===== src/rtl/channel_cu_responder.sv =====
// Control-unit-side responder for the Parallel Channel: answers selection for one address and
// runs write/read/NOP/test commands against a small loop buffer, then presents ending status.
module channel_cu_responder #(
    parameter logic [7:0]  ADDRESS    = 8'h00,
    parameter int unsigned DEPTH_LOG2 = 4
) (
    input  logic                  clk,
    input  logic                  reset_n,
    input  logic [7:0]            bus_out,
    input  logic                  bus_out_parity,
    input  logic                  operational_out,
    input  logic                  select_out,
    input  logic                  address_out,
    input  logic                  command_out,
    input  logic                  service_out,
    output logic [7:0]            bus_in,
    output logic                  bus_in_parity,
    output logic                  operational_in,
    output logic                  select_in,
    output logic                  address_in,
    output logic                  status_in,
    output logic                  service_in,
    output logic [DEPTH_LOG2:0]   byte_count,
    output logic                  busy
);

    localparam int unsigned         Depth     = 1 << DEPTH_LOG2;
    localparam logic [DEPTH_LOG2:0] FullCount = (DEPTH_LOG2 + 1)'(Depth);
    localparam logic [7:0] CmdTest   = 8'h00;
    localparam logic [7:0] CmdWrite  = 8'h01;
    localparam logic [7:0] CmdRead   = 8'h02;
    localparam logic [7:0] CmdNop    = 8'h03;
    localparam logic [7:0] StatusEnd = 8'h0C;
    localparam logic [7:0] StatusUc  = 8'h02;

    typedef enum logic [2:0] {
        StIdle, StAddr, StCmdDrop, StData, StDataDrop, StStopDrop, StStatus, StDisc
    } state_e;

    state_e                state_q;
    logic [7:0]            cmd_q;
    logic                  cmd_perr_q;
    logic                  is_read_q;
    logic                  unit_check_q;
    logic [DEPTH_LOG2:0]   rd_ptr_q;
    logic [7:0]            buf_q [Depth];

    logic addr_match;
    logic buf_wr;

    assign addr_match = address_out & select_out & (bus_out == ADDRESS)
                        & (^{bus_out, bus_out_parity});
    assign buf_wr = operational_out & (state_q == StData) & ~is_read_q & ~command_out
                    & service_out & service_in;

    // Odd parity holds even while bus_in is idle at zero.
    assign bus_in_parity = ~^bus_in;
    assign busy          = (state_q != StIdle);

    // Entries at or beyond byte_count are never presented, so the array needs no reset.
    always_ff @(posedge clk) begin
        if (buf_wr) begin
            buf_q[byte_count[DEPTH_LOG2-1:0]] <= bus_out;
        end
    end

    always_ff @(posedge clk or negedge reset_n) begin
        if (!reset_n) begin
            state_q        <= StIdle;
            cmd_q          <= '0;
            cmd_perr_q     <= 1'b0;
            is_read_q      <= 1'b0;
            unit_check_q   <= 1'b0;
            rd_ptr_q       <= '0;
            byte_count     <= '0;
            bus_in         <= '0;
            operational_in <= 1'b0;
            select_in      <= 1'b0;
            address_in     <= 1'b0;
            status_in      <= 1'b0;
            service_in     <= 1'b0;
        end else if (!operational_out) begin
            state_q        <= StIdle;
            is_read_q      <= 1'b0;
            unit_check_q   <= 1'b0;
            rd_ptr_q       <= '0;
            byte_count     <= '0;
            bus_in         <= '0;
            operational_in <= 1'b0;
            select_in      <= 1'b0;
            address_in     <= 1'b0;
            status_in      <= 1'b0;
            service_in     <= 1'b0;
        end else begin
            case (state_q)
                StIdle: begin
                    if (addr_match) begin
                        operational_in <= 1'b1;
                        select_in      <= 1'b0;
                        address_in     <= 1'b1;
                        bus_in         <= ADDRESS;
                        state_q        <= StAddr;
                    end else begin
                        select_in <= select_out;
                    end
                end
                StAddr: begin
                    if (command_out) begin
                        cmd_q      <= bus_out;
                        cmd_perr_q <= ~^{bus_out, bus_out_parity};
                        address_in <= 1'b0;
                        bus_in     <= '0;
                        state_q    <= StCmdDrop;
                    end
                end
                StCmdDrop: begin
                    if (!command_out) begin
                        rd_ptr_q  <= '0;
                        is_read_q <= 1'b0;
                        if (cmd_perr_q) begin
                            unit_check_q <= 1'b1;
                            state_q      <= StStatus;
                        end else begin
                            case (cmd_q)
                                CmdWrite: begin
                                    byte_count <= '0;
                                    state_q    <= StData;
                                end
                                CmdRead: begin
                                    is_read_q <= 1'b1;
                                    state_q   <= (byte_count == '0) ? StStatus : StData;
                                end
                                CmdNop, CmdTest: state_q <= StStatus;
                                default: begin
                                    unit_check_q <= 1'b1;
                                    state_q      <= StStatus;
                                end
                            endcase
                        end
                    end
                end
                StData: begin
                    // Stop takes priority over a concurrent service response.
                    if (command_out) begin
                        service_in <= 1'b0;
                        bus_in     <= '0;
                        state_q    <= StStopDrop;
                    end else if (service_out && service_in) begin
                        if (is_read_q) begin
                            rd_ptr_q <= rd_ptr_q + 1'b1;
                        end else begin
                            byte_count <= byte_count + 1'b1;
                        end
                        service_in <= 1'b0;
                        bus_in     <= '0;
                        state_q    <= StDataDrop;
                    end else begin
                        service_in <= 1'b1;
                        bus_in     <= is_read_q ? buf_q[rd_ptr_q[DEPTH_LOG2-1:0]] : 8'h00;
                    end
                end
                StDataDrop: begin
                    if (!service_out) begin
                        if (!is_read_q && byte_count == FullCount) begin
                            unit_check_q <= 1'b1;
                            state_q      <= StStatus;
                        end else if (is_read_q && rd_ptr_q == byte_count) begin
                            state_q <= StStatus;
                        end else begin
                            state_q <= StData;
                        end
                    end
                end
                StStopDrop: begin
                    if (!command_out) begin
                        state_q <= StStatus;
                    end
                end
                StStatus: begin
                    if (status_in && (service_out || command_out)) begin
                        status_in    <= 1'b0;
                        bus_in       <= '0;
                        unit_check_q <= 1'b0;
                        state_q      <= StDisc;
                    end else begin
                        status_in <= 1'b1;
                        bus_in    <= StatusEnd | (unit_check_q ? StatusUc : 8'h00);
                    end
                end
                StDisc: begin
                    if (!service_out && !command_out && !select_out) begin
                        operational_in <= 1'b0;
                        state_q        <= StIdle;
                    end
                end
                default: state_q <= StIdle;
            endcase
        end
    end

endmodule


===== config.mk =====
export PLATFORM = sky130hd
export DESIGN_NAME = channel_cu_responder
export DESIGN_NICKNAME = d
export VERILOG_FILES = /design/src/rtl/channel_cu_responder.sv
export SDC_FILE = /design/constraint.sdc
export NUM_CORES = 1
export LEC_CHECK = 0
export ABC_AREA = 0
export BUFFER_PORTS_ARGS = -buffer_cell sky130_fd_sc_hd__buf_2
export CAP_MARGIN = 20
export CORE_UTILIZATION = 35
export CTS_CLUSTER_DIAMETER = 80
export DETAILED_ROUTE_END_ITERATION = 8
export SLEW_MARGIN = 20
export SYNTH_ARGS = -nofsm -noshare
export SYNTH_HDL_FRONTEND = slang
export SYNTH_SLANG_ARGS = --single-unit
export TNS_END_PERCENT = 5

===== constraint.sdc =====
create_clock -name clk -period 5.25 [get_ports clk]
set_clock_uncertainty 0.15 [all_clocks]
set_input_delay 0.525 -clock clk [delete_from_list [all_inputs] [get_ports clk]]
set_output_delay 0.525 -clock clk [all_outputs]
set_load 0.005 [all_outputs]

==> summary.md <==
| Metric | Value |
|---|---|
| Status | `complete, no violations` |
| Fin crit share | `0.706` |
| Syn Nets | `464` |
| Placed insts | `727` |
| Num CTS Buffers | `17` |
| Final hold violation count | `0` |
| PwrDens | `330 nW/um2` |
| Hold buffer count at cts | `0` |
| Pins over their slew limit | `0` |
| I/O pins | `36` |
| Clock sink total | `roughly 170` |
| Detail Placement HPWL | `between 10000 and 15000 um` |
| Die width | `approximately 150 um` |
| Synthesized-area fraction occupied by adder cells | `0.00871` |
| Synthesized area | `slightly above 7000 um2` |
| Post-synth top area share | `0.535` |
| Min Hold Slack | `0.0459 ns` |
| Vias in the first global route | `4079` |
| Average cell area after synthesis | `~16 um2` |
| Number of port buffers | `35` |
| Startpoint types | `register` |
| Post-Layout Cell Count | `759` |
| Post-Synth Simple-Gate Area | `0.0821` |
| Initial Util | `0.356` |
| # nets final | `497` |
| Synthesis Warnings | `0` |
| H-tree depth | `4` |
| Cell Chain, Critical Path | `nor2b_1, nand3_1, nor4_1, nand2_1, nor3_1` |
| Clock latency on the worst-skew pair | `0.43 ns` |
| Number of max-cap violations | `0` |
| Worst path slowest cell | `nor4_1` |
| Sequential area share after synthesis | `0.664` |
| First-pass GRT wire length | `24800 um` |
| Largest net degree at the start of global routing | `38` |
| Synth cell count leaders | `edfxtp_1 (128), dfrtp_1 (37), mux4_2 (31), nor2_1 (31), nand2_1 (25)` |
| CP Capture Type | `register` |
| Max IR drop VDD | `0.196 mV` |
| Core Rows | `52` |
| Least-Margin Pin Slew | `0.988 ns` |
| Die ar. | `21100 um2` |
| Number of setup buffers added after CTS | `0` |
| Post_cts resized | `0` |
| CP Max Fanout | `23` |
| Pre-antenna DRT Iters | `5` |
| Vias/cell | `5.33` |
| Setup Crit Path Kind | `reg -> reg` |
| Leak | `2.84 nW` |
| Most common cell in the synthesized netlist | `edfxtp_1` |
| Largest family of logic cells by synthesized area | `multiplexers` |
| Worst min path class | `in -> async` |
| Cells after synthesis | `~440` |
| Drt total wl | `15700 um` |
| Synth top area cells | `edfxtp_1 (54%), dfrtp_1 (13%), mux4_2 (9.7%)` |
| Max clock buf depth | `2` |
| TritonCTS clock tree | `built` |
| Synth Register Bits | `165` |
| DP Area | `7590 um2` |
| Worst rel slew slack | `0.336` |
| Design area | `8190 um2` |
| Initial antenna violation count | `1` |
| # setup viols final | `0` |
| Async S/R FF share, synth | `0.224` |
| Gr ovfl total | `0` |
| Setup TNS Final | `0 ns` |
| Fill cells | `between 1500 and 2000` |
| Fin worst setup slack | `1.54 ns` |
| Synth Area in Compound Gates | `0.0511` |
| Multiplexer area fraction after synthesis | `0.143` |
| Layout area overhead | `14.0%` |
| Post-synth top area cell | `edfxtp_1` |
| N_diodes | `0` |
| Post-synth EDFFs | `128` |
| Via count | `4043` |
| Wire per inst | `20.7 um` |
| R2R cell count | `5` |
| Min Clock Period, post-route | `3.71 ns` |
| Top FF cell, synth | `edfxtp_1` |
| Max Clock Freq | `~270 MHz` |
| Post-route ant nets | `0` |
| Dpl ws | `about 1.3 ns` |
| Critical path arrival | `3.60 ns` |
| Distinct cells, synth | `51` |
| Die height | `145 um` |
| Root buf cell | `clkbuf_16` |
| Max incr delay on CP | `0.85 ns` |
| Share of layout cells above drive strength 1 | `0.233` |
| Core Box Area | `20200 um2` |
| Gr usage total | `0.160` |
| Tot Pwr | `roughly 2.7 mW` |
| WP data required | `5.15 ns` |
| RD Place Congestion | `0.825` |
| Fin util | `0.406` |
| Clock-pin slew on the worst setup and hold paths | `0.07 ns` |
| DRT iter0 DRCs | `321` |
| DRC Markers | `0` |
| RSZ-0062 raised after global routing | `false` |
| Synth Area in XOR/XNOR | `0.0305` |
## layer usage
layer / GRT usage / vias up / share of wire
li1: - / 1816 / -
met1: 0.213 / 2062 / 0.44
met2: 0.254 / 142 / 0.48
met3: 0.0440 / 21 / 0.061
met4: 0.0500 / 2 / 0.016
met5: 0 / - / 0.00083
## path summary, 6_finish.rpt
| kind | slack (ns) | endpoint | startpoint |
|---|---|---|---|
| setup / recovery | 1.54 | buf_q[2][3] | state_q[2] |
| hold / removal | 0.05 | operational_in | reset_n |
| setup reg to reg | 1.54 | buf_q[2][3] | state_q[2] |
| hold reg to reg | 0.35 | cmd_perr_q | cmd_perr_q |
| max in group asynchronous | 4.29 | rd_ptr_q[0] | reset_n |
| min in group clk | 0.35 | cmd_perr_q | cmd_perr_q |
## state kept, by name, indices dropped and copies added, names as in the netlist, 3 cells and up
signal      count
rd_ptr_q        5
byte_count      5
state_q         3
buf_q         128
cmd_q           8
bus_in          8
## report_power, final
group | switching (mW) | internal (mW)
sequential | 0.00124 | 1.41
combinational | 0.0469 | 0.0176
clock | 0.554 | 0.675
total | 0.602 | 2.10
## cell families after synthesis
logic type,after synthesis
buffers and inverters,30
adders and majority gates,5
muxes,48
AOI/OAI and AO/OA,53
and+or+nand+nor,117
xor gates and xnor gates,25
DFF,165
## worst max-delay path: cells and delay by family, from the launching register on
kind,cells,cell delay [ns]
flip-flops,1,0.62
AND/OR/NAND/NOR,5,2.56
## final cells by class
cell class	count	area (um2)	share of cell area
Tap cell	270	338	0.0413
Timing Repair Buffer	37	190	0.0232
Clock inverter	15	163	0.0199
Inverter	7	26.3	0.00321
Multi-Input combinational cell	248	2270	0.278
Clock buffer	17	425	0.0520
Sequential cell	165	4770	0.583
## cells in the final DEF, fill, tap and decap left out, types with 2 or more instances in the layout
| cell type | Yosys | final |
|---|---|---|
| xor2_1 | 3 | 3 |
| o21ai_0 | 17 | 17 |
| inv_6 | 0 | 5 |
| buf_4 | 0 | 2 |
| a21boi_0 | 3 | 3 |
| o211ai_1 | 3 | 3 |
| inv_1 | 7 | 7 |
| nor4_1 | 5 | 5 |
| mux2_2 | 8 | 8 |
| o211a_1 | 2 | 2 |
| o21a_1 | 2 | 2 |
| buf_2 | 4 | 35 |
| a211o_1 | 2 | 2 |
| nand4b_1 | 2 | 2 |
| a21oi_1 | 8 | 8 |
| nor2_1 | 31 | 31 |
| xnor2_1 | 22 | 22 |
| edfxtp_1 | 128 | 128 |
| a32o_1 | 6 | 6 |
| nor3_1 | 6 | 4 |
| dfrtp_1 | 37 | 36 |
| inv_8 | 0 | 3 |
| nor2b_1 | 4 | 4 |
| mux4_1 | 9 | 9 |
| and3_1 | 2 | 2 |
| clkbuf_16 | 0 | 17 |
| mux4_2 | 31 | 31 |
| ha_1 | 5 | 5 |
| nand4_1 | 6 | 6 |
| or3_1 | 5 | 5 |
| nor3_2 | 0 | 2 |
| nor3b_1 | 2 | 2 |
| nand3b_1 | 3 | 3 |
| nand2b_1 | 6 | 6 |
| nand3_1 | 14 | 14 |
| clkinv_4 | 0 | 3 |
| nand2_1 | 25 | 25 |
Power figures use the tool's default switching activity.
